[src/rtl/ucode_mul_shiftadd_if.sv]
// ucode_mul_shiftadd_if: ID-side start/operand bus and injected-op/strobe bus of the MUL sequencer
interface ucode_mul_shiftadd_if #(
    parameter int DATA_W = 32,
    parameter int IMM_W  = 16
);
    logic              start_mul;
    logic [1:0]        mul_type;
    logic [3:0]        dest_reg;
    logic [3:0]        source_reg;
    logic [IMM_W-1:0]  immediate;
    logic [DATA_W-1:0] readDataSecond;
    logic [3:0]        flags_in;
    logic              stall;
    logic              flush;
    logic [31:0]       output_instruction;
    logic              mux_ctrl;
    logic              busy;
    logic              mul_release;
    logic [3:0]        flags_back_out;
    logic              flags_restore;
    logic              mul_err;
    modport master (
        output start_mul, mul_type, dest_reg, source_reg, immediate, readDataSecond, flags_in, stall, flush,
        input  output_instruction, mux_ctrl, busy, mul_release, flags_back_out, flags_restore, mul_err
    );
    modport slave (
        input  start_mul, mul_type, dest_reg, source_reg, immediate, readDataSecond, flags_in, stall, flush,
        output output_instruction, mux_ctrl, busy, mul_release, flags_back_out, flags_restore, mul_err
    );
endinterface

[src/rtl/ucode_mul_shiftadd.sv]
// ucode_mul_shiftadd: microcode MUL sequencer injecting a logarithmic shift-and-add op stream
module ucode_mul_shiftadd #(
    parameter int         DATA_W      = 32,
    parameter int         IMM_W       = 16,
    parameter logic [3:0] SCRATCH_REG = 4'd15
) (
    input logic                clk,
    input logic                rst,
    ucode_mul_shiftadd_if.slave bus
);
    typedef enum logic [3:0] {IDLE, CLR_S, CPY, CLR_D, BIT, DBL, NEG1, NEG2, FLG1, FLG2, DONE} state_t;
    localparam logic [31:0] NOP = {5'b11001, 27'b0};
    localparam logic [3:0]  S   = SCRATCH_REG;

    state_t            state_q, state_d, fin;
    logic [DATA_W-1:0] mag_q, mag_d, m, mag_in;
    logic [1:0]        type_q, type_d;
    logic [3:0]        rd_q, rd_d, rs_q, rs_d, flags_q, flags_d;
    logic              neg_q, neg_d, err_q, err_d;
    logic [31:0]       op;

    function automatic logic [31:0] alu3(input logic [6:0] opc, input logic [3:0] a, b, c);
        return {opc, a, b, c, 13'b0};
    endfunction

    // next state: operand capture on start, loop over magnitude bits, flush beats stall
    always_comb begin
        state_d = state_q;
        mag_d   = mag_q;
        type_d  = type_q;
        rd_d    = rd_q;
        rs_d    = rs_q;
        flags_d = flags_q;
        neg_d   = neg_q;
        err_d   = 1'b0;
        m       = bus.mul_type[0] ? bus.readDataSecond
                                  : {{(DATA_W-IMM_W){bus.immediate[IMM_W-1]}}, bus.immediate};
        mag_in  = m[DATA_W-1] ? -m : m;
        fin     = neg_q ? NEG1 : type_q[1] ? FLG1 : DONE;
        if (bus.flush) begin
            state_d = IDLE;
        end else if (!bus.stall) begin
            case (state_q)
                IDLE: if (bus.start_mul) begin
                    if (bus.dest_reg == S || bus.source_reg == S) begin
                        err_d = 1'b1;
                    end else begin
                        type_d  = bus.mul_type;
                        rd_d    = bus.dest_reg;
                        rs_d    = bus.source_reg;
                        flags_d = bus.flags_in;
                        neg_d   = m[DATA_W-1];
                        mag_d   = mag_in;
                        state_d = (mag_in != '0) ? CLR_S : CLR_D;
                    end
                end
                CLR_S: state_d = CPY;
                CPY:   state_d = CLR_D;
                CLR_D: state_d = (mag_q != '0) ? BIT : fin;
                BIT: begin
                    mag_d   = mag_q >> 1;
                    state_d = !mag_q[0] ? BIT : (mag_q[DATA_W-1:1] != '0) ? DBL : fin;
                end
                DBL:   state_d = BIT;
                NEG1:  state_d = NEG2;
                NEG2:  state_d = type_q[1] ? FLG1 : DONE;
                FLG1:  state_d = FLG2;
                FLG2:  state_d = DONE;
                default: state_d = IDLE;
            endcase
        end
    end

    // op injected in the current slot, a pure function of state and latched operands
    always_comb begin
        op = NOP;
        case (state_q)
            CLR_S: op = {7'b0000000, S, 21'b0};
            CPY:   op = alu3(7'b0110001, S, S, rs_q);
            CLR_D: op = {7'b0000000, rd_q, 21'b0};
            BIT:   op = mag_q[0] ? alu3(7'b0110001, rd_q, rd_q, S) : alu3(7'b0110001, S, S, S);
            DBL:   op = alu3(7'b0110001, S, S, S);
            NEG1:  op = {7'b0010010, rd_q, rd_q, 1'b0, 16'd1};
            NEG2:  op = {7'b0110110, rd_q, rd_q, 17'b0};
            FLG1:  op = alu3(7'b0110010, S, S, S);
            FLG2:  op = alu3(7'b0111001, rd_q, rd_q, S);
            default: op = NOP;
        endcase
    end

    assign bus.output_instruction = op;
    assign bus.mux_ctrl           = state_q != IDLE;
    assign bus.busy               = state_q != IDLE;
    assign bus.mul_release        = state_q == DONE;
    assign bus.flags_restore      = state_q == DONE && !type_q[1];
    assign bus.flags_back_out     = bus.flags_restore ? flags_q : 4'b0;
    assign bus.mul_err            = err_q;

    // state and operand registers with synchronous active-low reset
    always_ff @(posedge clk) begin
        if (!rst) begin
            state_q <= IDLE;
            mag_q   <= '0;
            type_q  <= '0;
            rd_q    <= '0;
            rs_q    <= '0;
            flags_q <= '0;
            neg_q   <= 1'b0;
            err_q   <= 1'b0;
        end else begin
            state_q <= state_d;
            mag_q   <= mag_d;
            type_q  <= type_d;
            rd_q    <= rd_d;
            rs_q    <= rs_d;
            flags_q <= flags_d;
            neg_q   <= neg_d;
            err_q   <= err_d;
        end
    end
endmodule

[src/flat_wrapper.sv]
// flat-port wrapper written by rule: the top's interface ports become plain ports
module ucode_mul_shiftadd_flat 
#(
    parameter int         DATA_W      = 32,
    parameter int         IMM_W       = 16,
    parameter logic [3:0] SCRATCH_REG = 4'd15
)
  (clk, rst, bus_start_mul, bus_mul_type, bus_dest_reg, bus_source_reg, bus_immediate, bus_readDataSecond, bus_flags_in, bus_stall, bus_flush, bus_output_instruction, bus_mux_ctrl, bus_busy, bus_mul_release, bus_flags_back_out, bus_flags_restore, bus_mul_err);
  ucode_mul_shiftadd_if #(.DATA_W(DATA_W), .IMM_W(IMM_W)) bus_i ();
  input logic clk;
  input logic rst;
  input wire logic [$bits(bus_i.start_mul)-1:0] bus_start_mul;
  input wire logic [$bits(bus_i.mul_type)-1:0] bus_mul_type;
  input wire logic [$bits(bus_i.dest_reg)-1:0] bus_dest_reg;
  input wire logic [$bits(bus_i.source_reg)-1:0] bus_source_reg;
  input wire logic [$bits(bus_i.immediate)-1:0] bus_immediate;
  input wire logic [$bits(bus_i.readDataSecond)-1:0] bus_readDataSecond;
  input wire logic [$bits(bus_i.flags_in)-1:0] bus_flags_in;
  input wire logic [$bits(bus_i.stall)-1:0] bus_stall;
  input wire logic [$bits(bus_i.flush)-1:0] bus_flush;
  output wire logic [$bits(bus_i.output_instruction)-1:0] bus_output_instruction;
  output wire logic [$bits(bus_i.mux_ctrl)-1:0] bus_mux_ctrl;
  output wire logic [$bits(bus_i.busy)-1:0] bus_busy;
  output wire logic [$bits(bus_i.mul_release)-1:0] bus_mul_release;
  output wire logic [$bits(bus_i.flags_back_out)-1:0] bus_flags_back_out;
  output wire logic [$bits(bus_i.flags_restore)-1:0] bus_flags_restore;
  output wire logic [$bits(bus_i.mul_err)-1:0] bus_mul_err;
  assign bus_i.start_mul = bus_start_mul;
  assign bus_i.mul_type = bus_mul_type;
  assign bus_i.dest_reg = bus_dest_reg;
  assign bus_i.source_reg = bus_source_reg;
  assign bus_i.immediate = bus_immediate;
  assign bus_i.readDataSecond = bus_readDataSecond;
  assign bus_i.flags_in = bus_flags_in;
  assign bus_i.stall = bus_stall;
  assign bus_i.flush = bus_flush;
  assign bus_output_instruction = bus_i.output_instruction;
  assign bus_mux_ctrl = bus_i.mux_ctrl;
  assign bus_busy = bus_i.busy;
  assign bus_mul_release = bus_i.mul_release;
  assign bus_flags_back_out = bus_i.flags_back_out;
  assign bus_flags_restore = bus_i.flags_restore;
  assign bus_mul_err = bus_i.mul_err;
  ucode_mul_shiftadd #(.DATA_W(DATA_W), .IMM_W(IMM_W), .SCRATCH_REG(SCRATCH_REG)) u_core (.clk(clk), .rst(rst), .bus(bus_i));
endmodule
[config.mk]
export PLATFORM = sky130hd
export DESIGN_NAME = ucode_mul_shiftadd_flat
export DESIGN_NICKNAME = d
export VERILOG_FILES = /design/src/rtl/ucode_mul_shiftadd_if.sv /design/src/rtl/ucode_mul_shiftadd.sv /design/src/flat_wrapper.sv
export SDC_FILE = /design/constraint.sdc
export NUM_CORES = 1
export LEC_CHECK = 0
export BUFFER_PORTS_ARGS = -buffer_cell sky130_fd_sc_hd__clkbuf_2
export CORE_MARGIN = 4
export CORE_UTILIZATION = 49
export DETAILED_ROUTE_END_ITERATION = 8
export PLACE_DENSITY_LB_ADDON = 0.1
export SLEW_MARGIN = 20
export SYNTH_ARGS = -nofsm -noshare
export SYNTH_HDL_FRONTEND = slang
export SYNTH_SLANG_ARGS = --single-unit
[constraint.sdc]
create_clock -name clk -period 6.2 [get_ports clk]
set_clock_uncertainty 0.2 [all_clocks]
set_input_delay 1.24 -clock clk [delete_from_list [all_inputs] [get_ports clk]]
set_output_delay 1.24 -clock clk [all_outputs]
set_load 0.02 [all_outputs]
# --- Word level (Yosys, flattened, before mapping) ---
# Index checks and enable logic that the tools add are counted.
totals:
  regBits: 52
  latch_bits: 0
  ramBits: 0
  romBits: 0
  in_bits: 67
  out_inout_bits: 41
  mem_count: 0
classes:
  n_addsub: 1
  multipliers: 0
  div: 0
  magnitude_cmp: 0
  n_eq_ne: 14
  n_shift: 0
  muxes: 18
  bitwise_logic: 6
  reduce_logical: 14
op_table:
  columns: ["op", "count"]
  rows:
  - ["$pmux W32 S9", 1]
  - ["$mux W32", 4]
  - ["$pmux W32 S2", 1]
  - ["$reduce_bool A32 Y1", 2]
  - ["$pmux W4 S10", 1]
  - ["$neg A32 Y32", 1]
  - ["$reduce_bool A31 Y1", 1]
  - ["$mux W4", 7]
  - ["$mux W25", 1]
  - ["$eq A4 B4 Y1 const B", 5]
  - ["$eq A4 B3 Y1 const B", 4]
  - ["$reduce_and A5 Y1", 2]
  - ["$eq A4 B2 Y1 const B", 2]
  - ["$not A1 Y1", 6]
  - ["$reduce_or A5 Y1", 1]
  - ["$eq A4 B1 Y1 const B", 1]
  - ["$logic_not A4 Y1", 1]
  - ["$mux W2", 2]
  - ["$ne A2 B2 Y1 const B", 2]
  - ["$reduce_bool A4 Y1", 1]
  - ["$reduce_and A3 Y1", 1]
  - ["$reduce_bool A2 Y1", 1]
  - ["$reduce_or A2 Y1", 1]
  - ["$logic_and A1 B1 Y1", 1]
  - ["3 further kinds", 3]

# --- Depth between registers and ports, before layout ---
# Gate-level depths: netlist of the first run.
depth:
  ltp_word: 8
  ltp_mapped: 16
  depth_no_buf: 10

# --- Worst setup path after synthesis of the first run ---
# Ideal clock, no wire load.
synth_path:
  path_kind: "input to register"
  from: "input port bus_mul_type[0]"
  to: "register u_core.state_q[1]"
  setup_ps: 84
  t_arrival_ps: 5688
  slack_ps: 227
  cell_stages: 16
  n_path_buf: 6
  path_cell_list: "buf_6 > buf_6 > clkbuf_1 > buf_1 > clkbuf_1 > clkbuf_1 > mux2i_1 > ha_1 > or4b_4 > and2_1 > or4_4 > o41ai_2 > xor2_1 > a41oi_1 > or4b_1 > o31ai_2"
synth_between:
  elab_chain_len: 8
synth_lines:
  columns: ["item", "line", "source"]
  rows:
  - ["from (decl)", "flat_wrapper.sv:13", "input wire logic [$bits(bus_i.mul_type)-1:0] bus_mul_type;"]
  - ["$mux W32 *", "ucode_mul_shiftadd.sv:36", "m = bus.mul_type[0] ? bus.readDataSecond"]
  - ["$neg A32 Y32", "ucode_mul_shiftadd.sv:38", "mag_in = m[DATA_W-1] ? -m : m;"]
  - ["$mux W32 *", "ucode_mul_shiftadd.sv:38", null]
  - ["$reduce_bool A32 Y1 *", "ucode_mul_shiftadd.sv:54", "state_d = (mag_in != '0) ? CLR_S : CLR_D;"]
  - ["$mux W2 *", "ucode_mul_shiftadd.sv:54", null]
  - ["$mux W4 *", "ucode_mul_shiftadd.sv:45", "if (bus.dest_reg == S || bus.source_reg == S) begin"]
  - ["$mux W4 *", "ucode_mul_shiftadd.sv:44", "IDLE: if (bus.start_mul) begin"]
  - ["$pmux W4 S10 *", "ucode_mul_shiftadd.sv:43", "case (state_q)"]
  - ["to (signal assigned)", "ucode_mul_shiftadd.sv:111", "state_q <= state_d;"]
  - ["to (decl)", "ucode_mul_shiftadd.sv:15", "state_t state_q, state_d, fin;"]
# Mark *: on every way between the ends. The rest lies on a longest branch, timed or not. The select of a mux whose other input is x is not followed.
# A chain may end at the register's enable or synchronous reset.

# --- Worst setup path after layout of the first run ---
# Same ends and word-level chain as after synthesis.

==> impl_results.md, run 1 <==
* Fin Setup TNS at 0 ps
* Avg Inst Size Synth at 7.052 um2
* Top cell type by total area after synthesis: dfxtp_1
* CTS Buf Count at 5
* Sequential share of the synthesized area at 0.2483
* Total Die Area at 9920 um2
* H-tree depth at 2
* R2R cell count at 6
* Initial Util at 0.5029
* Grt met3 use at 0.02525
* Distinct cell type count after synthesis at 62
* Wire per inst at 16.13 um
* Crit. End Element: flop
* Layout Cells excl Fill at 753
* Post-CTS Resized at 0
* CTS tree: yes
* First-pass GRT wire length at 19.99 mm
* Share of layout cells above drive strength 1 at 0.1883
* Setup CP Type: in -> reg
* Cell area after placement at 4533 um2
* Period Utilization, post-route at 0.8084
* Synthesized instance count at 583
* Initial antenna violation count at 0
* Vias in the first global route at 4077
* Hold Crit Depth at 2
* Max stage delay cell, worst path: or4b_1
* Min cycle time layout at 5012 ps
* Largest net degree at the start of global routing at 37
* CP Launch Type: input port
* CP cell instances: clkbuf_2 > mux2i_1 > ha_1 > or4b_4 > o2bb2ai_1 > or4_1 > o41ai_2 > xor2_1 > a41oi_1 > or4b_1 > o31ai_2
* FMAX at 0.1995 GHz
* Die Width at 99.60 um
* Synth top area share at 0.2483
* Via count at 4451
* P_leak at 1.792 nW
* GRT Total Usage at 0.2421
* Max incr delay on CP at 530 ps
* Cts hold-fix bufs at 0
* Met2 global-route usage at 0.4003
* Pwr Density at 163.7 nW/um2
* Root Buffer: clkbuf_8
* Max-cap violations at 0
* Crit path max fanout at 23
* Core Region at 8175 um2
* Worst EP required at 6230 ps
* Layout area overhead at 12.51%
* ANT nets after route at 0
* Buf/Inv on CP at 1
* Worst Path Arrival at 5040 ps
* HPWL Detailed at 9.411 mm
* Synthesis Warnings at 0
* Most Crowded Layer GR: met2
* Post-synthesis register bit count at 51
* Die height at 99.60 um
* Final Setup Violations at 0
* Levels on crit path at 11
* Clk slew on worst S/H paths at 100 ps
* Crit path max-delay family: simple AND/OR/NAND/NOR gates
* Congestion Overflow GR at 0
* Port buffer count at 95
* Placed Cells at 745
* Latest clock arrival within the worst-skew pair at 300 ps
* Max transition margin at 0.4121
* Utilization after layout at 0.5658
* RD Place Congestion at 0.9268
* Status: finished clean
* Routed wire length at 12.15 mm
* CTS Sinks at 51
* Post-synthesis cell area at 4111 um2
* Max-slew violations at 0
* RSZ-0062 raised after global routing: no
* Antenna Cells at 0
* Met1 GRT Util at 0.3356
* Worst IR Drop VDD at 0.09133 mV
* NumNets Final at 715
* Number of flops mapped to enable cells by yosys at 0
* Worst Max-Slew Pin Slew at 881.9 ps
* Via/cell ratio at 5.911
* Ys flop type: dfxtp_1
* Clk buf depth at 2
* Boundary Pins at 108
* Starting DRC count in detailed routing at 306
* Worst hold path class: reg -> reg
* Drt pass-1 iters at 5
* Final hold violation count at 0
* Post-CTS Setup Inserts at 0
* Design Area, Final at 4626 um2
* Synth area leaders: dfxtp_1, nand2_1, a21oi_1
* Residual DRC count at 0
* Async SR Flop Fraction at 0
* # rows at 33
synthesized netlist by cell type, types with 4 or more instances:
cell type   n
nand2_1    84
inv_1       8
a21oi_1    61
nor4b_1     5
xor2_1     15
o22ai_1     9
mux2i_1    19
dfxtp_1    51
nand3_1     5
o31ai_1     4
nor3_1     17
nor4_1     14
o21ai_0    48
o41ai_1     5
clkbuf_1   38
nor2_1     54
a221oi_1    4
nor3b_1     7
or2_2       5
a311oi_1    6
o211ai_1   14
nand2b_1    5
a211oi_1    4
and2_1      9
nor2b_1     9
xnor2_1    15
or4_1       5
buf_4      13
per-stage QoR:
stage	total power [mW]	worst slack, ps	hold WS, ps
after floorplan	0.5011	227.4	231.7
after global placement	0.5580	1066	236.9
after detailed placement	0.5621	922.1	250.0
after CTS	0.7591	1226	264.3
after global routing	0.7984	782.9	282.8
final	0.7572	1188	261.1
where the power goes:
group | internal [mW] | total, mW | switching (mW)
sequential | 0.343 | 0.355 | 0.0129
combinational | 0.0777 | 0.202 | 0.124
clock | 0.0817 | 0.200 | 0.118
state kept, by name, indices dropped and copies added, names as in the netlist:
signal and count:
u_core.neg_q 1, u_core.rd_q 4, u_core.mag_q 32, u_core.bus.mul_err 1, u_core.flags_q 4, u_core.rs_q 4, u_core.state_q 4, u_core.type_q 1
cell families after synthesis:
kind of cell    share of synthesized area
compound gates                     0.2778
mux                               0.05173
other cells                     0.0009121
xor+xnor                          0.06391
simple gates                       0.2812
fa+ha+maj                        0.003043
flops                              0.2483
buf+inv                           0.07304
layout make-up:
cell class                 instances  area (um2)
multi-input combinational        480        2834
clock buffer                       5       68.82
clock inverter                     3       23.77
sequential                        51        1021
inverter                           9       33.78
fill                             816        3550
tap                              105       131.4
timing repair buffer             100       513.0
placed cells by master (no fill, tap or decap), types with 9 or more instances in the layout:
master	n
nor4_1	14
and2_1	9
xnor2_1	15
dfxtp_1	51
nor2_1	53
a21oi_1	61
xor2_1	15
o211ai_1	14
o22ai_1	9
nor3_1	17
nor2b_1	9
clkbuf_2	95
nand2_1	84
mux2i_1	19
o21ai_0	48
conb_1	12
worst paths after layout:
check,startpoint,endpoint,slack [ps]
setup / recovery,bus_mul_type[0],u_core.state_q[1],1190
hold / removal,u_core.flags_q[0],u_core.flags_q[0],260
setup reg to reg,u_core.state_q[3],u_core.neg_q,3010
hold reg to reg,u_core.flags_q[0],u_core.flags_q[0],260
layer usage:
| metal | up-vias | routed length, um |
|---|---|---|
| met2 | 187 | 5637 |
| met4 | 0 | 226 |
| met5 | - | 0 |
| met3 | 20 | 729 |
| li1 | 2222 | - |
| met1 | 2022 | 5554 |
worst min-delay path: cells and delay by family (launching register included):
kind | cells | cell delay [ps]
flops | 1 | 320
simple gates | 1 | 50
compound gates | 1 | 50
(Power assumes the default switching activity.)
==> run 2, diff against run 1 <==
--- a/config.mk
+++ b/config.mk
@@ -5,9 +5,10 @@
 export SDC_FILE = /design/constraint.sdc
 export NUM_CORES = 1
 export LEC_CHECK = 0
+export ABC_AREA = 1
 export BUFFER_PORTS_ARGS = -buffer_cell sky130_fd_sc_hd__clkbuf_2
 export CORE_MARGIN = 4
-export CORE_UTILIZATION = 49
+export CORE_UTILIZATION = 50
 export DETAILED_ROUTE_END_ITERATION = 8
 export PLACE_DENSITY_LB_ADDON = 0.1
 export SLEW_MARGIN = 20
==> constraint.sdc (replaced) <==
create_clock -name clk -period 4.3 [get_ports clk]
set_clock_uncertainty 0.2 [all_clocks]
set_input_delay 0.86 -clock clk [delete_from_list [all_inputs] [get_ports clk]]
set_output_delay 0.86 -clock clk [all_outputs]
set_load 0.02 [all_outputs]
==> impl_results.md, run 2 <==
* Period Utilization, post-route at 0.7679
* Crit. End Element: flop
* GRT Total Usage at 0.2367
* Clk slew on worst S/H paths at 90 ps
* Starting DRC count in detailed routing at 277
* CP Launch Type: input port
* Number of flops mapped to enable cells by yosys at 0
* Residual DRC count at 0
* Antenna Cells at 0
* Avg Inst Size Synth at 5.672 um2
* Wire per inst at 12.94 um
* Congestion Overflow GR at 0
* P_leak at 2.810 nW
* Drt pass-1 iters at 5
* Via/cell ratio at 5.291
* CTS tree: yes
* Sequential share of the synthesized area at 0.2177
* Worst Max-Slew Pin Slew at 994.5 ps
* Final hold violation count at 0
* Final Setup Violations at 0
* Post-CTS Resized at 0
* CTS Buf Count at 5
* Post-synthesis register bit count at 51
* Synth top cells by count: nand2_1, nor2_1, inv_1, a21oi_1, nand3_1
* Most frequent CP cell: nand2_1
* CP cell instances: clkbuf_2 > buf_4 > nand2_1 > nand2_2 > inv_1 > o21ai_0 > nand2_1 > nor2_1 > nand2_1 > clkinv_1 > nand2_1 > nor2_1 > nand2_1 > nor2_1 > nand2_1 > nand2_1 > nand2_1 > a21oi_2
* Commonest non-fill, non-tap cell in the layout: nand2_1
* Initial antenna violation count at 0
* Fin Setup TNS at 0 ps
* Total Die Area at 11000 um2
* Async SR Flop Fraction at 0
* Top-count cell post-synth: nand2_1
* Fillers at 999
* Min cycle time layout at 3302 ps
* Via count at 5360
* Pre-CTS setup slack at 746.3 ps
* Max-slew violations at 0
* Post-CTS Setup Inserts at 0
* Buf/Inv on CP at 4
* Cts hold-fix bufs at 0
* First-pass GRT wire length at 22.18 mm
* Number of flip-flops in the largest register at 32
* Routed wire length at 13.11 mm
* Vias in the first global route at 4901
* Top cell type by total area after synthesis: dfxtp_1
* Max stage delay cell, worst path: buf_4
* Commonest cells after routing, fill and taps aside: nand2_1, clkbuf_2, nor2_1, inv_1, a21oi_1
* Ys flop type: dfxtp_1
* Max-cap violations at 0
* Total power at 1.193 mW
* Die Width at 104.9 um
* Post-synthesis cell area at 4691 um2
* Synthesis Warnings at 0
* CTS Sinks at 51
* Worst IR Drop VDD at 0.1924 mV
* Distinct cell type count after synthesis at 41
* ANT nets after route at 0
* Final WS setup at 998.0 ps
* Status: finished clean
* Synth area leaders: dfxtp_1, nand2_1, nor2_1
* Utilization after layout at 0.5654
* Initial Util at 0.5101
* Top reg by flops: u_core.mag_q
* Share of layout cells above drive strength 1 at 0.1885
* Worst EP required at 4340 ps
* Latest clock arrival within the worst-skew pair at 310 ps
* Max transition margin at 0.3363
* FMAX at 0.3028 GHz
* HPWL Detailed at 10.43 mm
* RSZ-0062 raised after global routing: no
* Synth top area share at 0.2177
* Synthesized instance count at 827
* Die height at 104.9 um
* Core Region at 9196 um2
* NumNets Final at 969
* # rows at 35
* Crit path max-delay family: simple AND/OR/NAND/NOR gates
* Clk buf depth at 2
* Root Buffer: clkbuf_8
* Setup CP Type: in -> reg
* Worst Path Arrival at 3340 ps
* Port buffer count at 95
* H-tree depth at 2
* Worst hold path class: reg -> reg
* Layout area overhead at 10.86%
* Max incr delay on CP at 340 ps
* RD Place Congestion at 0.9374
* Boundary Pins at 108
* Largest net degree at the start of global routing at 42
* Crit path max fanout at 34
* Pwr Density at 229.5 nW/um2
-- run 2: power breakdown --
part | total (mW) | internal (mW) | switching [mW] | leakage, nW
Clock | 0.292 | 0.132 | 0.160 | 0.0474
Combinational | 0.381 | 0.128 | 0.253 | 2.35
Sequential | 0.520 | 0.500 | 0.0200 | 0.416
-- run 2: layout make-up --
class,instances,area [um2],share of cell area
Clock buffer,6,82.58,0.01588
Clock inverter,2,16.27,0.003128
Inverter,97,371.6,0.07146
Multi-Input combinational cell,646,3057,0.5878
Sequential cell,51,1021,0.1963
Tap cell,111,138.9,0.02671
Timing Repair Buffer,100,513.0,0.09865
-- run 2: through the flow --
stage / hold slack, ps / cells / area, um2
2_1_floorplan: 230.0 / 838 / 4732
3_3_place_gp: 240.2 / 1005 / 5101
3_5_place_dp: 246.9 / 1005 / 5101
4_1_cts: 261.7 / 1013 / 5200
5_1_grt: 284.1 / 1013 / 5200
6_report: 256.7 / 1013 / 5200
-- run 2: worst paths after layout --
check | start | to | slack [ps] | cells after the start
worst max-delay path | bus_mul_type[0] | u_core.state_q[1] | 1000 | 18
worst min-delay path | u_core.flags_q[0] | u_core.flags_q[0] | 260 | 2
worst max register to register | u_core.state_q[2] | u_core.mag_q[3] | 1530 | 8
worst min register to register | u_core.flags_q[0] | u_core.flags_q[0] | 260 | 2
-- run 2: per-layer routing --
layer	GRT usage	part of all wire	routed length (um)	vias to the layer above
li1	-	-	-	2782
met1	0.3123	0.45	5875	2401
met2	0.4175	0.49	6391	158
met3	0.03088	0.052	684	19
met4	0.03936	0.012	157	0
met5	0	0	0	-
-- run 2: worst register-to-register path: cells and delay by family, from the launching register on --
| kind | cells | cell delay [ps] |
|---|---|---|
| AO/OA/AOI/OAI | 2 | 470 |
| buffers and inverters | 4 | 1160 |
| flip-flops | 1 | 410 |
| AND/OR/NAND/NOR | 2 | 430 |
-- run 2: cell families after synthesis --
group / after synthesis / share of synthesized area
and+or+nand+nor: 487 / 0.4745
DFF: 51 / 0.2177
AOI/OAI and AO/OA: 146 / 0.1648
other: 1 / 0.0007994
adders and majority gates: 1 / 0.002667
buffers and inverters: 141 / 0.1395
==> run 3, diff against run 2 <==
--- a/config.mk
+++ b/config.mk
@@ -8,7 +8,7 @@
 export ABC_AREA = 1
 export BUFFER_PORTS_ARGS = -buffer_cell sky130_fd_sc_hd__clkbuf_2
 export CORE_MARGIN = 4
-export CORE_UTILIZATION = 50
+export CORE_UTILIZATION = 54
 export DETAILED_ROUTE_END_ITERATION = 8
 export PLACE_DENSITY_LB_ADDON = 0.1
 export SLEW_MARGIN = 20
==> constraint.sdc (replaced) <==
create_clock -name clk -period 3.15 [get_ports clk]
set_clock_uncertainty 0.2 [all_clocks]
set_input_delay 0.63 -clock clk [delete_from_list [all_inputs] [get_ports clk]]
set_output_delay 0.63 -clock clk [all_outputs]
set_load 0.02 [all_outputs]
==> impl_results.md, run 3 (synthesis gave the netlist of run 2 again) <==
* Min cycle time layout at 2890 ps
* Post-CTS Setup Inserts at 0
* Pwr Density at 338.5 nW/um2
* CTS Sinks at 51
* Worst hold path class: reg -> reg
* Wire per inst at 13.33 um
* Final hold violation count at 0
* Commonest non-fill, non-tap cell in the layout: nand2_1
* Fin Setup TNS at 0 ps
* Worst Path Arrival at 2060 ps
* Commonest cells after routing, fill and taps aside: nand2_1, clkbuf_2, nor2_1, inv_1, a21oi_1
* CP Launch Type: flop
* HPWL Detailed at 10.80 mm
* First-pass GRT wire length at 22.85 mm
* Top reg by flops: u_core.mag_q
* Root Buffer: clkbuf_8
* CP cell instances: inv_1 > nor2_1 > inv_1 > nor2_2 > a21oi_1 > nand4_1 > clkbuf_2
* RSZ-0062 raised after global routing: no
* Initial Util at 0.5624
* Antenna Cells at 0
* Starting DRC count in detailed routing at 299
* Drt pass-1 iters at 5
* Vias in the first global route at 5012
* Via/cell ratio at 5.336
* Residual DRC count at 0
* Port buffer count at 95
* ANT nets after route at 0
* Placed Cells at 1006
* Max incr delay on CP at 460 ps
* Crit. End Element: primary output
* Crit path max fanout at 9
* Period Utilization, post-route at 0.9174
* Max-cap violations at 0
* Max transition margin at 0.3316
* Most frequent CP cell: inv_1
* P_leak at 2.865 nW
* Cts hold-fix bufs at 0
* Number of flip-flops in the largest register at 32
* Clk slew on worst S/H paths at 100 ps
* Die Width at 101.2 um
* CTS Buf Count at 5
* RD Place Congestion at 0.9326
* Largest net degree at the start of global routing at 42
* # rows at 33
* Initial antenna violation count at 0
* Setup CP Type: reg -> out
* Crit path max-delay family: buffers and inverters
* CTS tree: yes
* Clk buf depth at 2
* Total Die Area at 10240 um2
* Final Setup Violations at 0
* NumNets Final at 976
* Congestion Overflow GR at 0
* Worst IR Drop VDD at 0.2728 mV
* GRT Total Usage at 0.2687
* H-tree depth at 2
* FMAX at 0.3460 GHz
* Share of layout cells above drive strength 1 at 0.1958
* Max stage delay cell, worst path: a21oi_1
* Via count at 5411
* Layout Cells excl Fill at 1014
* Layout area overhead at 12.94%
* Worst EP required at 2320 ps
* Buf/Inv on CP at 3
* Max-slew violations at 0
* Core Region at 8341 um2
* Utilization after layout at 0.6352
* Post-CTS Resized at 0
* Die height at 101.2 um
* Routed wire length at 13.52 mm
* Status: finished clean
* Boundary Pins at 108
* Worst Max-Slew Pin Slew at 1002 ps
* Latest clock arrival within the worst-skew pair at 310 ps
run 3: cell types whose count changed in the layout (fill, tap and decap cells not counted):
| cell | change |
|---|---|
| o21ai_1 | +1 |
| bufinv_16 | +2 |
| buf_4 | +6 |
| clkbuf_8 | -1 |
| o21ai_0 | -1 |
| buf_12 | +1 |
| nor2_2 | +1 |
| nor2_1 | -1 |
| clkinv_4 | -1 |
run 3: routing by layer:
metal  global-route usage  vias to the layer above  share of wire
met5                    0                        -              0
met4              0.06646                        0          0.017
met3              0.04408                       26          0.061
met2               0.4572                      167           0.48
met1               0.3549                     2432           0.44
li1                     -                     2786              -
run 3: path summary, 6_finish.rpt:
kind / to / start / cells past startpoint / slack, ps
max: bus_output_instruction[23] / u_core.state_q[1] / 7 / 260
min: u_core.flags_q[1] / u_core.flags_q[1] / 2 / 270
max reg2reg: u_core.flags_q[0] / u_core.state_q[1] / 10 / 610
min reg2reg: u_core.flags_q[1] / u_core.flags_q[1] / 2 / 270
run 3: per-stage QoR:
stage	instance area (um2)	worst slack, ps	hold slack, ps	power [mW]
2_1_floorplan	4732	559.4	230.0	1.119
3_3_place_gp	5159	156.9	238.7	1.248
3_5_place_dp	5159	82.64	253.0	1.255
4_1_cts	5295	192.2	267.4	1.796
5_1_grt	5298	13.77	282.1	1.908
6_report	5298	260.1	266.8	1.793
run 3: layout make-up:
cell class              count  area [um2]
repair buffers            107       578.1
flip-flops and latches     51        1021
clock inverters             3       67.56
clock buffers               5       68.82
well taps                 105       131.4
fillers                   878        3043
inverters                  97       371.6
multi-input cells         646        3059
run 3: worst register-to-register path: cells and delay by family, from the launching register on:
| kind | cells | cell delay, ps |
|---|---|---|
| compound gates | 3 | 450 |
| simple gates | 4 | 700 |
| buf+inv | 3 | 750 |
| flops | 1 | 380 |
run 3: where the power goes:
part	leakage, nW	switching [mW]	internal, mW	total, mW
Combinational	2.38	0.352	0.185	0.537
Clock	0.0644	0.228	0.317	0.545
Sequential	0.416	0.0284	0.683	0.712
